===== config.mk =====
export PLATFORM = sky130hd
export DESIGN_NAME = vga_timing_gen
export DESIGN_NICKNAME = d
export VERILOG_FILES = /design/src/rtl/vga_pkg.sv /design/src/rtl/pix_strobe_div.sv /design/src/rtl/vga_timing_gen.sv
export SDC_FILE = /design/constraint.sdc
export NUM_CORES = 1
export LEC_CHECK = 0
export ABC_AREA = 1
export BUFFER_PORTS_ARGS = -buffer_cell sky130_fd_sc_hd__clkbuf_2
export CAP_MARGIN = 20
export CORE_MARGIN = 2
export CORE_UTILIZATION = 53
export CTS_CLUSTER_DIAMETER = 40
export DETAILED_ROUTE_END_ITERATION = 12
export HOLD_SLACK_MARGIN = 0.06
export PLACE_DENSITY = 0.9
export SLEW_MARGIN = 20
export SYNTH_ARGS = -nofsm -noshare
export SYNTH_HDL_FRONTEND = slang
export SYNTH_SLANG_ARGS = --single-unit

===== constraint.sdc =====
create_clock -name clk -period 1.67 [get_ports clk]
set_input_delay 0.167 -clock clk [delete_from_list [all_inputs] [get_ports clk]]
set_output_delay 0.167 -clock clk [all_outputs]
set_load 0.01 [all_outputs]

===== src/rtl/vga_pkg.sv =====
// rtl/vga_pkg.sv - default 640x480@60 timing constants and raster helpers
package vga_pkg;

    localparam int DEF_H_ACTIVE = 640;
    localparam int DEF_H_FP     = 16;
    localparam int DEF_H_SYNC   = 96;
    localparam int DEF_H_BP     = 48;
    localparam int DEF_V_ACTIVE = 480;
    localparam int DEF_V_FP     = 10;
    localparam int DEF_V_SYNC   = 2;
    localparam int DEF_V_BP     = 33;
    localparam int DEF_CLK_DIV  = 4;

    function automatic int raster_total(input int active, input int fp, input int sync, input int bp);
        return active + fp + sync + bp;
    endfunction

    // Sync window is inclusive on both ends: [active+fp, active+fp+sync-1].
    function automatic int sync_first(input int active, input int fp);
        return active + fp;
    endfunction

    function automatic int sync_last(input int active, input int fp, input int sync);
        return active + fp + sync - 1;
    endfunction

endpackage


===== src/rtl/pix_strobe_div.sv =====
// rtl/pix_strobe_div.sv - divides clk down to a one-clk pixel strobe
module pix_strobe_div #(
    parameter int CLK_DIV = 4
) (
    input  logic clk,
    input  logic clr,
    input  logic en,
    output logic pix_tick
);

    localparam int DW = (CLK_DIV > 1) ? $clog2(CLK_DIV) : 1;
    localparam logic [DW-1:0] LAST = DW'(CLK_DIV - 1);

    logic [DW-1:0] div;

    always_ff @(posedge clk or negedge clr) begin
        if (!clr) begin
            div <= '0;
        end else if (en) begin
            div <= (div == LAST) ? '0 : div + DW'(1);
        end
    end

    // Gating with clr keeps the strobe low in reset even when CLK_DIV is 1.
    assign pix_tick = en && clr && (div == LAST);

endmodule


===== src/rtl/vga_timing_gen.sv =====
// rtl/vga_timing_gen.sv - parametrised VGA raster counters, sync and blanked colour
module vga_timing_gen
    import vga_pkg::*;
#(
    parameter int H_ACTIVE = DEF_H_ACTIVE,
    parameter int H_FP     = DEF_H_FP,
    parameter int H_SYNC   = DEF_H_SYNC,
    parameter int H_BP     = DEF_H_BP,
    parameter int V_ACTIVE = DEF_V_ACTIVE,
    parameter int V_FP     = DEF_V_FP,
    parameter int V_SYNC   = DEF_V_SYNC,
    parameter int V_BP     = DEF_V_BP,
    parameter int CLK_DIV  = DEF_CLK_DIV,
    parameter bit H_POL    = 1'b0,
    parameter bit V_POL    = 1'b0,
    parameter int RGB_W    = 8,
    parameter int X_W      = 10,
    parameter int Y_W      = 10
) (
    input  logic             clk,
    input  logic             clr,
    input  logic             en,
    input  logic [RGB_W-1:0] rgb_in,
    output logic [X_W-1:0]   pix_x,
    output logic [Y_W-1:0]   pix_y,
    output logic             pix_valid,
    output logic             pix_tick,
    output logic             frame_start,
    output logic             hSync,
    output logic             vSync,
    output logic [RGB_W-1:0] rgb
);

    localparam int H_TOTAL = raster_total(H_ACTIVE, H_FP, H_SYNC, H_BP);
    localparam int V_TOTAL = raster_total(V_ACTIVE, V_FP, V_SYNC, V_BP);

    localparam logic [X_W-1:0] H_LAST  = X_W'(H_TOTAL - 1);
    localparam logic [Y_W-1:0] V_LAST  = Y_W'(V_TOTAL - 1);
    localparam logic [X_W-1:0] H_ACT   = X_W'(H_ACTIVE);
    localparam logic [Y_W-1:0] V_ACT   = Y_W'(V_ACTIVE);
    localparam logic [X_W-1:0] HS_LO   = X_W'(sync_first(H_ACTIVE, H_FP));
    localparam logic [X_W-1:0] HS_HI   = X_W'(sync_last(H_ACTIVE, H_FP, H_SYNC));
    localparam logic [Y_W-1:0] VS_LO   = Y_W'(sync_first(V_ACTIVE, V_FP));
    localparam logic [Y_W-1:0] VS_HI   = Y_W'(sync_last(V_ACTIVE, V_FP, V_SYNC));

    logic [X_W-1:0] h_cnt;
    logic [Y_W-1:0] v_cnt;
    logic           hs_raw;
    logic           vs_raw;

    pix_strobe_div #(
        .CLK_DIV (CLK_DIV)
    ) u_div (
        .clk      (clk),
        .clr      (clr),
        .en       (en),
        .pix_tick (pix_tick)
    );

    always_ff @(posedge clk or negedge clr) begin
        if (!clr) begin
            h_cnt <= '0;
            v_cnt <= '0;
        end else if (pix_tick) begin
            if (h_cnt == H_LAST) begin
                h_cnt <= '0;
                v_cnt <= (v_cnt == V_LAST) ? '0 : v_cnt + Y_W'(1);
            end else begin
                h_cnt <= h_cnt + X_W'(1);
            end
        end
    end

    assign pix_x       = h_cnt;
    assign pix_y       = v_cnt;
    assign pix_valid   = (h_cnt < H_ACT) && (v_cnt < V_ACT);
    assign frame_start = pix_tick && (h_cnt == '0) && (v_cnt == '0);

    assign hs_raw = (h_cnt >= HS_LO) && (h_cnt <= HS_HI);
    assign vs_raw = (v_cnt >= VS_LO) && (v_cnt <= VS_HI);

    // Sync and colour register on the same tick so they stay aligned one pixel behind the counters.
    always_ff @(posedge clk or negedge clr) begin
        if (!clr) begin
            hSync <= ~H_POL;
            vSync <= ~V_POL;
            rgb   <= '0;
        end else if (pix_tick) begin
            hSync <= H_POL ? hs_raw : ~hs_raw;
            vSync <= V_POL ? vs_raw : ~vs_raw;
            rgb   <= pix_valid ? rgb_in : '0;
        end
    end

endmodule


==> metrics.md <==
| Metric | Value |
|---|---|
| Status | finished with violations |
| Failing checks | negative setup slack |
| Warnings from Yosys | 0 |
| Vias in the first global route | 1912 |
| Tmin final | 1.77 ns |
| Final Hold Fails | 0 |
| Number of max-cap violations | 0 |
| Initial antenna violation count | 0 |
| Pwr dens | 1100 nW/µm² |
| Clk_skew | 0.0122 ns |
| Drc violations | 0 |
| Static Leak | 0.00128 µW |
| Power Internal | 1670 µW |
| Fin crit share | 1.06 |
| Detail Route Antenna Nets | 0 |
| Sw Share | 0.392 |
| CTS tree | done |
| Register area share after synthesis | 0.436 |
| Row count | 21 |
| DRT Pass-1 Iters | 7 |
| Clock transition at path regs | 0.12 ns |
| Cells after Synth | 230 |
| Unrepaired setup endpoints after global routing | yes |
| CTS Buf Count | 5 |
| Gpl congestion | 0.932 |
| Hold WC Path Type | primary input to flip-flop |
| Worst hold slack | 0.0821 ns |
| Yosys top cell by area | dfrtp_1 |
| Max-slew violation count | 0 |
| FMAX | 565 MHz |
| Clock sinks | 32 |
| P_sw | 1080 µW |
| Die Span Y | 62.9 µm |
| CP max stage delay | 0.48 ns |
| Worst VDD drop | 0.847 mV |
| Port bufs | 43 |
| Dpl hpwl | 3250 µm |
| Combinational Power Share | 0.382 |
| Clk network pwr share | 0.186 |
| Diodes inserted | 0 |
| Largest net degree at the start of global routing | 33 |
| CP Max Fanout | 6 |
| Worst slew pin tran | 0.400 ns |
| Distinct cell type count after synthesis | 32 |
| Final routed wire length divided by cell count | 15.2 µm |
| Final WS setup | -0.0990 ns |
| Initial Util | 0.552 |
| NumNets Final | 324 |
| Synth top area share | 0.408 |
| Max-slew headroom | 0.733 |
| Grt ovf | 0 |
| CP Class | flip-flop to output port |
| Syn Nets | 246 |
| Synth-to-Final Area Change | 36.0% |
| CP top delay family | simple AND/OR/NAND/NOR gates |
| Clock Latency Late Sink | 0.36 ns |
| Synth Area per Inst | 8.00 µm² |
| WP data arrival | 1.60 ns |
| Share of layout cells above drive strength 1 | 0.366 |
| Slowest CP cell | dfrtp_1 |
| Buffer levels on the longest clock path | 2 |
| H-tree levels | 2 |
| Setup tns final | -0.0990 ns |
| Power Total | 2750 µW |
| Buf+Inv Stages, Crit Path | 1 |
| Vias per std cell | 5.66 |
| CTS Root Cell | clkbuf_4 |
| Core box area | 3340 µm² |
| IO Pins | 44 |
| First-pass GRT wire length | 8990 µm |
| DR vias | 2010 |
| Yosys reg bits | 32 |
| Crit path cell chain | nor2_1 -> nand3_2 -> nor4_2 -> buf_2 |
| Starting DRT DRC Count | 164 |
| Setup-failing EPs final | 1 |
| Synth area leaders | dfrtp_1 (41%), nand2_1 (11%), nand3_1 (7.1%), inv_1 (6.3%), ha_1 (3.4%) |
| Total GRT Usage | 0.293 |
| Synth Cell Area | 1840 µm² |
| Die width | 62.9 µm |
| CP Capture Type | output port |
| Total routed wirelength | 5390 µm |
| CP Launch Type | flip-flop |
| CP required | 1.50 ns |
| Die area | 3960 µm² |
| Sequential power share | 0.432 |
[routing by layer]
layer  share of wire  GRT usage  vias to the layer above
met5               0          0                        -
met4           0.039      0.178                        0
met3           0.088     0.0847                       33
met2            0.47      0.461                      135
met1            0.40      0.354                      934
li1                -          -                      908
[layout by cell type, fill, tap and decap left out, types with 2 or more instances in the layout]
cell type      instances
o21ai_0               10
o21ai_2                2
clkbuf_4               5
ha_1                   2
nor2_4                 4
dfstp_2                2
o21ai_1                4
nor3_1                 2
dfrtp_2                3
dlygate4sd3_1          9
inv_1                 27
buf_4                 23
nand4_1               10
o31ai_1                2
dfrtp_1               27
nor2_1                13
inv_2                  7
a21oi_1                5
nor2_2                 3
clkbuf_2              42
xor2_1                 3
nand3_4                3
nand2_1               53
nand3_1               24
ha_4                   3
nand3_2                4
clkinvlp_4             2
[worst paths after layout]
path / from / to / slack, ns / cells past startpoint
setup / recovery: pix_y[7] / frame_start / -0.1 / 4
hold / removal: en / u_div.div[0] / 0.08 / 2
setup reg to reg: pix_x[5] / pix_y[1] / 0.12 / 9
hold reg to reg: rgb[3] / rgb[3] / 0.49 / 2
max in group asynchronous: clr / hSync / 0.86 / 3
min in group asynchronous: clr / pix_y[6] / 0.46 / 3
[logic make-up (layout without fill, tap and decap cells)]
logic type,Yosys count,after routing,synth area share
AND/OR/NAND/NOR,121,121,0.327
buffers and inverters,40,119,0.0918
flip-flops,32,32,0.436
AO/OA/AOI/OAI,27,27,0.0857
adder cells (fa/ha/maj),5,5,0.0340
XOR/XNOR,4,4,0.0190
multiplexers,1,1,0.00612
[power by group through the flow]
stage | registers, µW | clock network, µW | logic [µW]
after global routing | 1210 | 547 | 1170
after detailed placement | 1190 | 0 | 818
final | 1190 | 511 | 1050
after floorplan | 1230 | 0 | 430
after CTS | 1170 | 505 | 976
after global placement | 1180 | 0 | 790
[flip-flops by register name, summed over array words and instances, names as in the netlist]
name and cells:
hSync 1, pix_x 10, pix_y 10, rgb 8
u_div.div 2, vSync 1
[layout make-up]
| cell class | count | area [µm²] |
|---|---|---|
| multi-input combinational | 158 | 950 |
| fill | 229 | 833 |
| sequential | 32 | 807 |
| timing repair buffer | 76 | 489 |
| inverter | 35 | 134 |
| tap | 46 | 57.6 |
| clock buffer | 6 | 51.3 |
| clock inverter | 2 | 15.0 |
[synth_stat cells]
| master | instances |
|---|---|
| o21ai_2 | 2 |
| buf_2 | 3 |
| a2bb2oi_1 | 1 |
| nand3_4 | 2 |
| dfstp_2 | 2 |
| nor3_1 | 2 |
| nor4_1 | 1 |
| buf_6 | 2 |
| mux2_2 | 1 |
| ha_1 | 5 |
| nand4_1 | 10 |
| nor2_4 | 2 |
| o21ai_1 | 4 |
| xnor2_1 | 1 |
| dfrtp_1 | 30 |
| a31oi_1 | 1 |
| nand2_1 | 54 |
| nand3_1 | 26 |
| a21boi_0 | 1 |
| a211oi_1 | 1 |
| or2_2 | 1 |
| nor2_1 | 16 |
| o31ai_1 | 2 |
| xor2_1 | 3 |
| nand2_4 | 1 |
| nor2_2 | 2 |
| inv_1 | 31 |
| nand4_2 | 1 |
| nand3_2 | 3 |
| o21ai_0 | 10 |
| a21oi_1 | 5 |
| inv_2 | 4 |
[through the flow]
step,util,cells,area [µm²],worst slack (ns)
after global placement,0.638,321,2130,0.175
after CTS,0.735,353,2450,-0.0231
after detailed placement,0.638,321,2130,0.114
after floorplan,-,230,1840,0.211
after global routing,0.750,355,2500,-0.163
final,0.750,355,2500,-0.0990
[repair_timing]
| item | in CTS | in global routing |
|---|---|---|
| resized for setup | 15 | 11 |
| pin swaps | 4 | 2 |
| endpoints found under the setup margin | 3 | 14 |
| setup buffers | 15 | 2 |
| hold buffers | 9 | 0 |
| endpoints found under the hold margin | 38 | 0 |
Power figures use the tool's default switching activity.
